File: src/rtl/udp_fifo_tx_scheduler.sv
// udp_fifo_tx_scheduler
// Moves packets from the read side of the sample FIFO (16-bit words, first-
// word-fall-through) into the UDP/GMII transmitter, one byte per payload_req,
// high byte first. A packet is launched only once a whole payload is buffered.
// An inter-packet gap follows every frame, a stall timer aborts a frame whose
// tx_done never arrives, and sticky status flags record underrun, overrun and
// timeout.
//
// Byte handshake with the transmitter: payload_req is the request strobe and
// is honoured in the cycle it is seen. payload_dat is combinational from
// payload_req and the FIFO head word, so it is valid in that same cycle; there
// is no back-pressure toward the transmitter. On the FIFO side, fifo_rd_en is
// the pop strobe: it is only raised while !fifo_empty, and it coincides with
// the low byte of the head word being served.
module udp_fifo_tx_scheduler #(
  parameter int PKT_BYTES      = 800,
  parameter int IFG_CYCLES     = 16,
  parameter int TIMEOUT_CYCLES = 65535,
  parameter int LEVEL_W        = 10
) (
  input  logic               clk125M,
  input  logic               reset_n,
  input  logic               enable,
  input  logic               clear_err,
  input  logic [LEVEL_W-1:0] fifo_rd_count,
  input  logic               fifo_empty,
  input  logic [15:0]        fifo_dout,
  output logic               fifo_rd_en,
  output logic               tx_en_pulse,
  input  logic               payload_req,
  output logic [7:0]         payload_dat,
  input  logic               tx_done,
  output logic               busy,
  output logic [31:0]        pkt_cnt,
  output logic               underrun,
  output logic               overrun,
  output logic               timeout_err,
  output logic [2:0]         state_dbg
);

  typedef enum logic [2:0] {
    IDLE      = 3'd0,
    ARM       = 3'd1,
    STREAM    = 3'd2,
    WAIT_DONE = 3'd3,
    GAP       = 3'd4
  } state_t;

  // Counter widths: byte counter spans 0..PKT_BYTES, gap counter 0..IFG-1,
  // stall timer 0..TIMEOUT-1.
  localparam int CNT_W = $clog2(PKT_BYTES + 1);
  localparam int GAP_W = (IFG_CYCLES > 1) ? $clog2(IFG_CYCLES) : 1;
  localparam int TMR_W = $clog2(TIMEOUT_CYCLES + 1);

  localparam logic [CNT_W-1:0]   CNT_LAST     = CNT_W'(PKT_BYTES - 1);
  localparam logic [GAP_W-1:0]   GAP_LAST     = GAP_W'(IFG_CYCLES - 1);
  localparam logic [TMR_W-1:0]   TMR_LAST     = TMR_W'(TIMEOUT_CYCLES - 1);
  localparam logic [LEVEL_W-1:0] LAUNCH_WORDS = LEVEL_W'(PKT_BYTES / 2);

  state_t           state;
  logic             lane;       // 0: next byte is fifo_dout[15:8], 1: [7:0]
  logic [CNT_W-1:0] byte_cnt;   // bytes served in the current packet
  logic [GAP_W-1:0] gap_cnt;    // cycles spent in GAP
  logic [TMR_W-1:0] timer;      // cycles since the frame left ARM

  logic byte_due;
  logic timer_active;
  logic timer_expire;
  logic underrun_set;
  logic overrun_set;
  logic timeout_set;

  // A byte is owed to the transmitter only while streaming.
  assign byte_due     = (state == STREAM) && payload_req;
  assign timer_active = (state == STREAM) || (state == WAIT_DONE);
  assign timer_expire = timer_active && (timer == TMR_LAST);

  // Status set conditions. A tx_done in the expiry cycle counts as a clean
  // finish, so it suppresses the timeout.
  assign underrun_set = byte_due && fifo_empty;
  assign overrun_set  = (state == WAIT_DONE) && payload_req;
  assign timeout_set  = timer_expire && !tx_done;

  assign state_dbg = state;

  // Byte lane select and FIFO pop; both follow payload_req within the cycle.
  always_comb begin
    payload_dat = 8'h00;
    fifo_rd_en  = 1'b0;
    if (byte_due && !fifo_empty) begin
      payload_dat = lane ? fifo_dout[7:0] : fifo_dout[15:8];
      fifo_rd_en  = lane;
    end
  end

  // Packet sequencer: launch, stream, wait for end of frame, inter-packet gap.
  always_ff @(posedge clk125M or negedge reset_n) begin
    if (!reset_n) begin
      state       <= IDLE;
      tx_en_pulse <= 1'b0;
      busy        <= 1'b0;
      lane        <= 1'b0;
      byte_cnt    <= '0;
      gap_cnt     <= '0;
      timer       <= '0;
      pkt_cnt     <= 32'd0;
    end else begin
      tx_en_pulse <= 1'b0;
      case (state)
        IDLE: begin
          // enable only matters here; a packet in flight always completes.
          if (enable && (fifo_rd_count >= LAUNCH_WORDS)) begin
            state       <= ARM;
            tx_en_pulse <= 1'b1;
            busy        <= 1'b1;
            lane        <= 1'b0;
            byte_cnt    <= '0;
          end
        end

        ARM: begin
          state <= STREAM;
          timer <= '0;
        end

        STREAM: begin
          timer <= timer + TMR_W'(1);
          if (tx_done) begin
            // Early end of frame: count it, whatever was popped is gone.
            pkt_cnt <= pkt_cnt + 32'd1;
            gap_cnt <= '0;
            state   <= GAP;
          end else if (timer_expire) begin
            lane     <= 1'b0;
            byte_cnt <= '0;
            gap_cnt  <= '0;
            state    <= GAP;
          end else if (payload_req) begin
            // Lane and count advance even on an empty FIFO so the frame
            // keeps its length.
            lane     <= ~lane;
            byte_cnt <= byte_cnt + CNT_W'(1);
            if (byte_cnt == CNT_LAST) begin
              state <= WAIT_DONE;
            end
          end
        end

        WAIT_DONE: begin
          timer <= timer + TMR_W'(1);
          if (tx_done) begin
            pkt_cnt <= pkt_cnt + 32'd1;
            gap_cnt <= '0;
            state   <= GAP;
          end else if (timer_expire) begin
            lane     <= 1'b0;
            byte_cnt <= '0;
            gap_cnt  <= '0;
            state    <= GAP;
          end
        end

        GAP: begin
          if (gap_cnt == GAP_LAST) begin
            state <= IDLE;
            busy  <= 1'b0;
          end else begin
            gap_cnt <= gap_cnt + GAP_W'(1);
          end
        end

        default: begin
          state <= IDLE;
          busy  <= 1'b0;
        end
      endcase
    end
  end

  // Sticky error flags; a set in the same cycle as clear_err wins.
  always_ff @(posedge clk125M or negedge reset_n) begin
    if (!reset_n) begin
      underrun    <= 1'b0;
      overrun     <= 1'b0;
      timeout_err <= 1'b0;
    end else begin
      if (underrun_set) begin
        underrun <= 1'b1;
      end else if (clear_err) begin
        underrun <= 1'b0;
      end

      if (overrun_set) begin
        overrun <= 1'b1;
      end else if (clear_err) begin
        overrun <= 1'b0;
      end

      if (timeout_set) begin
        timeout_err <= 1'b1;
      end else if (clear_err) begin
        timeout_err <= 1'b0;
      end
    end
  end

endmodule

File: config.mk
export PLATFORM = sky130hd
export DESIGN_NAME = udp_fifo_tx_scheduler
export DESIGN_NICKNAME = d
export VERILOG_FILES = /design/src/rtl/udp_fifo_tx_scheduler.sv
export SDC_FILE = /design/constraint.sdc
export NUM_CORES = 1
export LEC_CHECK = 0
export ABC_AREA = 1
export CORE_MARGIN = 1.5
export CORE_UTILIZATION = 55
export CTS_BUF_LIST = sky130_fd_sc_hd__clkbuf_4 sky130_fd_sc_hd__clkbuf_8 sky130_fd_sc_hd__clkbuf_16
export DETAILED_ROUTE_END_ITERATION = 10
export PLACE_DENSITY = 0.81
export SLEW_MARGIN = 10
export SYNTH_ARGS = -nofsm -noshare
export SYNTH_HDL_FRONTEND = slang
export SYNTH_SLANG_ARGS = --single-unit
File: constraint.sdc
create_clock -name clk125M -period 3.37 [get_ports clk125M]
set_input_delay 0.337 -clock clk125M [delete_from_list [all_inputs] [get_ports clk125M]]
set_output_delay 0.337 -clock clk125M [all_outputs]
set_load 0.01 [all_outputs]
# After elaboration in Yosys (flattened, before gate mapping)

Index checks and enable logic that the tools add are counted.

Add/sub/neg operators: 4
Magnitude comparators: 1
Bitwise gates (word level): 2
Multiplexer cells: 40
Reduce and logical (&&, ||, !) cells: 24
Eq/ne operators: 18

Operator list:

| kind                  | number |
|---|---|
| $mux 10               | 6 |
| $add 32x1->32 const B | 1 |
| $pmux 16 s2           | 1 |
| $pmux 10 s3           | 1 |
| $mux 3                | 8 |
| $add 16x1->16 const B | 1 |
| $eq 16x16->1 const B  | 1 |
| $mux 8                | 2 |
| $mux 1                | 15 |
| $pmux 3 s5            | 1 |
| $mux 4                | 3 |
| $ne 2x2->1 const B    | 6 |
| $add 10x1->10 const B | 1 |
| $eq 10x10->1 const B  | 1 |
| $ge 10x9->1 const B   | 1 |
| $reduce_bool 2->1     | 5 |
| $pmux 4 s2            | 1 |
| $logic_and 1x1->1     | 7 |
| $eq 3x2->1 const B    | 2 |
| $ne 3x3->1 const B    | 2 |
| $pmux 1 s3            | 2 |
| $reduce_and 3->1      | 2 |
| $reduce_and 6->1      | 1 |
| $reduce_and 5->1      | 1 |
| 15 further kinds      | 17 |

Input bits: 33
Register bits: 71
Logic and storage cells: 100
Output and inout port bits: 49

# Depth between registers and ports, before layout

Gate-level depths: netlist of the first run.

Depth after elaboration: 6
Mapped depth: 12
Gate-level depth less buffers: 11

# Worst setup path before layout of the first run

Ideal clock, no wire load.

Kind: reg2out
Start: register state[1], in the netlist state_dbg[1]
End: output payload_dat[0]
Required time: 3.033 ns
Path buffers: 0
Stages on the path, launching flop included: 5
Arrival time: 1.364 ns
Setup slack: 1.669 ns
Path through: dfrtp_1 -> inv_2 -> nor3_2 -> nand3b_1 -> a21oi_1

Longest elaborated chain between the ends: 4

Ends and longest elaborated chain:

| element                | line | text |
|---|---|---|
| start, declared        | 60   | `state_t state;` |
| start signal, assigned | 99   | `state <= IDLE;` |
| start signal, assigned | 113  | `state <= ARM;` |
| start signal, assigned | 122  | `state <= STREAM;` |
| $eq 3x2->1             | 74   | `assign byte_due = (state == STREAM) && payload_req;` |
| $logic_and 1x1->1      | 74   |  |
| $logic_and 1x1->1      | 90   | `if (byte_due && !fifo_empty) begin` |
| $mux 8                 | 90   |  |
| end, declared          | 31   | `output logic [7:0] payload_dat,` |

Every way passes these cells.

# Worst setup path after layout of the first run

Start: register state[1], in the netlist state_dbg[1]
End: output payload_dat[5]

The elaborated chain is that of the path after synthesis.

==> impl_metrics.json, run 1 <==
{
  "antenna_found_initial": 0,
  "relSlewSlack_pct": 30.2,
  "fin_tns_setup_ps": 0,
  "die_w_um": 90.5,
  "dp_hpwl_um": 7010,
  "finalPower_mw": 2.49,
  "fin_crit_sh_pct": 82.8,
  "die_y_um": 90.5,
  "synth.area.top_cells": "dfrtp_1 42%, nand2_1 17%, inv_1 6.7%",
  "grt_pass1_vias": 3814,
  "p_leak_nw": 2.55,
  "crit_type": "reg -> out",
  "yosysSeqAreaShare_pct": 42.2,
  "ant_nets": 0,
  "htree_levels": 3,
  "grt_max_degree": 49,
  "yosys.area.top_type": "dfrtp_1",
  "syn_area_mm2": 0.00421,
  "arrival_ps": 2450,
  "final_max_slew_viol_count": 0,
  "utilization_pct": 71.8,
  "cts_hold_buf": 0,
  "die_area_mm2": 0.00820,
  "peakVddDrop_uv": 353,
  "max_freq_ghz": 0.358,
  "setup_viol": 0,
  "synth.top_cell.area_share_pct": 42.2,
  "hold_path.class": "in -> async",
  "antenna_cells": 0,
  "post_drt_wl_per_cell_um": 12.4,
  "fill_cells": 572,
  "crit_fanout": 9,
  "outcome": "finished, final reports clean",
  "ys_types": 34,
  "hold_ws_ps": 175,
  "routed_wirelength_um": 9570,
  "final_hold_viol_count": 0,
  "ys_ff_latch": 71,
  "num_rows": 31,
  "coreArea_mm2": 0.00733,
  "r2r_start": "state_dbg[1]",
  "globalRouteOverflowTotal": 0,
  "fin_area_mm2": 0.00527,
  "vias_per_cell": 5.25,
  "route.detailed.drc": 0,
  "cap_violations": 0,
  "area_growth_syn_to_layout_pct": 24.9,
  "cp_data_required_time_ps": 3030,
  "nNetsFinal": 705,
  "synth_fp_nets": 623,
  "worst_pin_slew_ps": 1050,
  "ys.flop_type": "dfrtp_1",
  "drt_pass1_iterations": 5,
  "place_area_mm2": 0.00508,
  "vias": 4042,
  "routabilityCongestion": 0.908,
  "skew_ps": 8.74,
  "io_buffers": 77,
  "post-route-min-period_ps": 2790,
  "drive_above_1_share_pct": 5.51,
  "clock_latency_ps": 340,
  "cts_made_buffers": 9,
  "cts_tree": "built",
  "rsz0062_at_grt": "no",
  "postCtsResizedCells": 0,
  "clk_pin_slew_worst_paths_ps": 80,
  "async_flop_share_pct": 100,
  "crit_path_start": "state_dbg[1]",
  "grt_pass1_wl_um": 16400,
  "cts_buffer_depth": 2,
  "io_pins": 82,
  "cts_setup_buffers": 0,
  "initial_core_util_pct": 57.5,
  "grt_usage_pct": 24.1,
  "drt-initial-drc-count": 180,
  "powerDensity_mw_per_mm2": 473,
  "yosysWarningCount": 0,
  "cp-end-kind": "output port",
  "synth_edf_count": 0,
  "root_buffer": "clkbuf_8",
  "synth_cells": 585,
  "cts_sinks": 71,
  "avgSynthCellArea_um2": 7.20,
  "cp-start-kind": "register"
}
stage by stage:
stage,std cells,setup WS (ps)
6_report,770,579
5_1_grt,770,376
4_1_cts,770,586
3_5_place_dp,755,920
3_3_place_gp,755,970
2_1_floorplan,585,1670
state kept, by name, indices dropped and copies added, names as in the netlist:
signal,flops
lane,1
underrun,1
gap_cnt,4
pkt_cnt,32
timer,16
busy,1
timeout_err,1
byte_cnt,10
tx_en_pulse,1
state_dbg,3
overrun,1
layer usage:
metal,global-route usage (%),up-vias,wire length [um]
li1,-,1993,-
met1,30.3,1876,4140
met2,41.7,152,4670
met3,4.97,21,621
met4,7.28,0,136
met5,0,-,0
synthesized netlist by cell type (5+ instances only):
| cell type | count |
|---|---|
| xor2_1 | 26 |
| inv_1 | 75 |
| dfrtp_1 | 71 |
| nand3_1 | 43 |
| nand4_1 | 13 |
| o22ai_1 | 5 |
| o21ai_0 | 15 |
| nor2_1 | 67 |
| ha_1 | 5 |
| nor3_1 | 9 |
| nand2_1 | 190 |
| a21oi_1 | 15 |
| nor2_2 | 5 |
| xnor2_1 | 9 |
critical path, cell delays in order (launching register included):
cell             delay, ps
dfrtp_1                530
inv_2                  110
nor3_2                 320
nand3b_1               340
a21oi_1                240
clkdlybuf4s50_1        570
report_power, final:
group	internal, mW	switching (mW)	total, mW
sequential	0.951	0.122	1.07
clock	0.335	0.326	0.661
combinational	0.290	0.464	0.754
worst paths after layout:
| check | end | slack [ps] | depth (start not counted) |
|---|---|---|---|
| max | payload_dat[5] | 580 | 5 |
| min | pkt_cnt[7] | 180 | 1 |
| max reg2reg | byte_cnt[3] | 1110 | 8 |
| min reg2reg | gap_cnt[1] | 510 | 2 |
| max in group asynchronous | timer[13] | 2390 | 2 |
| min in group clk125M | gap_cnt[1] | 510 | 2 |
cells by family (layout without fill, tap and decap cells):
kind of cell | count (synthesis) | in the layout | synth area share (%)
DFF | 71 | 71 | 42.2
adders and majority gates | 5 | 5 | 1.48
buffers and inverters | 86 | 172 | 7.90
and+or+nand+nor | 344 | 344 | 35.4
AOI/OAI and AO/OA | 44 | 44 | 5.82
xor gates and xnor gates | 35 | 35 | 7.27
placed cells by master (no fill, tap or decap), types with 13 or more instances in the layout:
cell,netlist,routed
o21ai_0,15,15
nand3_1,43,43
nand4_1,13,13
inv_1,75,75
nand2_1,190,190
nor2_1,67,67
dfrtp_1,71,71
a21oi_1,15,15
clkdlybuf4s50_1,0,76
xor2_1,26,26
layout make-up:
| cell class | instances | area (um^2) | area share (%) |
|---|---|---|---|
| inverter | 78 | 293 | 5.56 |
| timing repair buffer | 79 | 781 | 14.8 |
| multi-input combinational | 428 | 2100 | 40.0 |
| clock buffer | 9 | 124 | 2.35 |
| tap | 99 | 124 | 2.35 |
| clock inverter | 6 | 62.6 | 1.19 |
| sequential | 71 | 1780 | 33.7 |
No activity file was read; power rests on OpenSTA's default activity.
==> inputs of run 2 (changes only) <==
--- a/config.mk
+++ b/config.mk
@@ -7,10 +7,10 @@
 export LEC_CHECK = 0
 export ABC_AREA = 1
 export CORE_MARGIN = 1.5
-export CORE_UTILIZATION = 55
+export CORE_UTILIZATION = 52
 export CTS_BUF_LIST = sky130_fd_sc_hd__clkbuf_4 sky130_fd_sc_hd__clkbuf_8 sky130_fd_sc_hd__clkbuf_16
 export DETAILED_ROUTE_END_ITERATION = 10
-export PLACE_DENSITY = 0.81
+export PLACE_DENSITY = 0.77
 export SLEW_MARGIN = 10
 export SYNTH_ARGS = -nofsm -noshare
 export SYNTH_HDL_FRONTEND = slang
==> constraint.sdc (replaced) <==
create_clock -name clk125M -period 2.66 [get_ports clk125M]
set_input_delay 0.266 -clock clk125M [delete_from_list [all_inputs] [get_ports clk125M]]
set_output_delay 0.266 -clock clk125M [all_outputs]
set_load 0.01 [all_outputs]
==> impl_metrics.json, run 2 (synthesis gave the netlist of run 1 again) <==
{
  "outcome": "finished with violations",
  "violations": "hold timing",
  "grt_pass1_vias": 4151,
  "initial_core_util_pct": 54.3,
  "dp_cells": 761,
  "arrival_ps": 2260,
  "crit_fanout": 9,
  "largest_reg_flops": 32,
  "r2r.worst_path.cells": 9,
  "regMostFlops": "pkt_cnt",
  "dpl_worst_slack_ps": 501,
  "cts_hold_buf": 0,
  "internal-power_mw": 2.04,
  "cp-start-kind": "register",
  "relSlewSlack_pct": 50.7,
  "dp_hpwl_um": 7360,
  "powerDensity_mw_per_mm2": 607,
  "cts_made_buffers": 9,
  "routed_wirelength_um": 9830,
  "rsz0062_at_grt": "no",
  "clk_pin_slew_worst_paths_ps": 80,
  "postCtsResizedCells": 0,
  "antenna_cells": 0,
  "power.switching_mw": 1.19,
  "cp_slowest_cell": "clkdlybuf4s50_1",
  "root_buffer": "clkbuf_8",
  "met2_wirelength_um": 4960,
  "final.setup.worst_slack_ps": 131,
  "drive_above_1_share_pct": 6.07,
  "grt_pass1_wl_um": 17200,
  "route.detailed.drc": 0,
  "crit_cells": 5,
  "peakVddDrop_uv": 543,
  "cp-end-kind": "output port",
  "grt_usage_pct": 24.6,
  "crit_type": "reg -> out",
  "top_regs": "pkt_cnt (32), timer (16), byte_cnt (10)",
  "fin_cells": 777,
  "coreArea_mm2": 0.00777,
  "grt_max_degree": 40,
  "swShare_pct": 36.8,
  "dr_wl_met3_um": 424,
  "die_area_mm2": 0.00865,
  "cts_buffer_depth": 2,
  "vias_per_cell": 5.18,
  "drt_pass1_iterations": 4,
  "final_hold_viol_count": 32,
  "htree_levels": 3,
  "final_max_slew_viol_count": 0,
  "area_growth_syn_to_layout_pct": 26.0,
  "worst_pin_slew_ps": 740,
  "cp_data_required_time_ps": 2390,
  "cp_cell_sequence": "inv_2 -> nor3_2 -> nand3b_1 -> a21oi_1 -> clkdlybuf4s50_1",
  "io_buffers": 77,
  "cts_sinks": 71,
  "p_leak_nw": 2.58,
  "skew_ps": 12.0,
  "finalPower_mw": 3.22,
  "nNetsFinal": 708,
  "ant_nets": 0,
  "clockPowerShare_pct": 26.7,
  "routed.top_layer": "met4",
  "layout_commonest_cell": "nand2_1",
  "max_freq_ghz": 0.395,
  "num_rows": 32,
  "drt-initial-drc-count": 214,
  "antenna_found_initial": 0,
  "post_drt_wl_per_cell_um": 12.6,
  "routedLengthMet1_um": 4300,
  "fin_tns_setup_ps": 0,
  "final_cell_mix": "190 x nand2_1, 76 x clkdlybuf4s50_1, 75 x inv_1, 71 x dfrtp_1, 67 x nor2_1",
  "cts_tree": "built",
  "p_comb_share_pct": 30.7,
  "hold_path.class": "in -> async",
  "hold_ws_ps": -28.8,
  "post-route-min-period_ps": 2530,
  "setup_viol": 0,
  "clock_latency_ps": 350,
  "vias": 4025,
  "die_w_um": 93.0,
  "globalRouteOverflowTotal": 0,
  "critical-path-max-stage-delay_ps": 570,
  "cts_setup_buffers": 0,
  "crit_buf_inv": 2,
  "p_seq_share_pct": 42.5,
  "fill_cells": 666,
  "cap_violations": 0,
  "routabilityCongestion": 0.884,
  "io_pins": 82,
  "die_y_um": 93.0,
  "cpLargestDelayFamily": "buffers and inverters",
  "fin_crit_sh_pct": 95.1
}
run 2: cell count changes in the layout (fill, tap and decap cells not counted):
cell	before	now
buf_4	2	4
clkinvlp_4	3	1
buf_12	0	1
clkbuf_4	0	1
clkinv_2	2	3
clkinv_4	0	1
run 2: worst paths after layout:
kind	start	endpoint	slack, ps
hold reg to reg	pkt_cnt[30]	pkt_cnt[30]	500
setup / recovery	state_dbg[1]	payload_dat[0]	130
setup reg to reg	state_dbg[1]	pkt_cnt[24]	730
min in group clk125M	pkt_cnt[30]	pkt_cnt[30]	500
hold / removal	reset_n	pkt_cnt[5]	-30
max in group asynchronous	reset_n	timer[12]	2020
run 2: layer usage:
metal | vias to the layer above | track usage (%)
li1 | 2003 | -
met1 | 1883 | 29.5
met3 | 16 | 3.17
met2 | 123 | 44.2
met5 | - | 0
met4 | 0 | 10.1
run 2: final cells by class:
cell class                      instances  area (um^2)  area share, %
Multi-Input combinational cell        428         2100           39.6
Tap cell                              102          128           2.40
Clock buffer                           10          131           2.47
Clock inverter                          6         61.3           1.15
Inverter                               78          293           5.51
Timing Repair Buffer                   82          816           15.4
Sequential cell                        71         1780           33.5
run 2: power by group through the flow:
stage | clock (mW) | sequential, mW | combinational [mW]
floorplan | 0 | 1.38 | 0.585
global placement | 0 | 1.38 | 0.958
detailed placement | 0 | 1.39 | 0.991
CTS | 0.871 | 1.37 | 0.995
global route | 0.917 | 1.39 | 1.13
finish | 0.861 | 1.37 | 0.991
run 2: metrics by stage:
step                      hold slack (ps)  instance area, um^2  util (%)
after floorplan                     -29.6                 4210         -
after global placement                374                 5120      65.9
after detailed placement              374                 5120      65.9
after CTS                            2.76                 5310      68.4
after global routing                 33.1                 5310      68.4
final                               -28.8                 5310      68.4
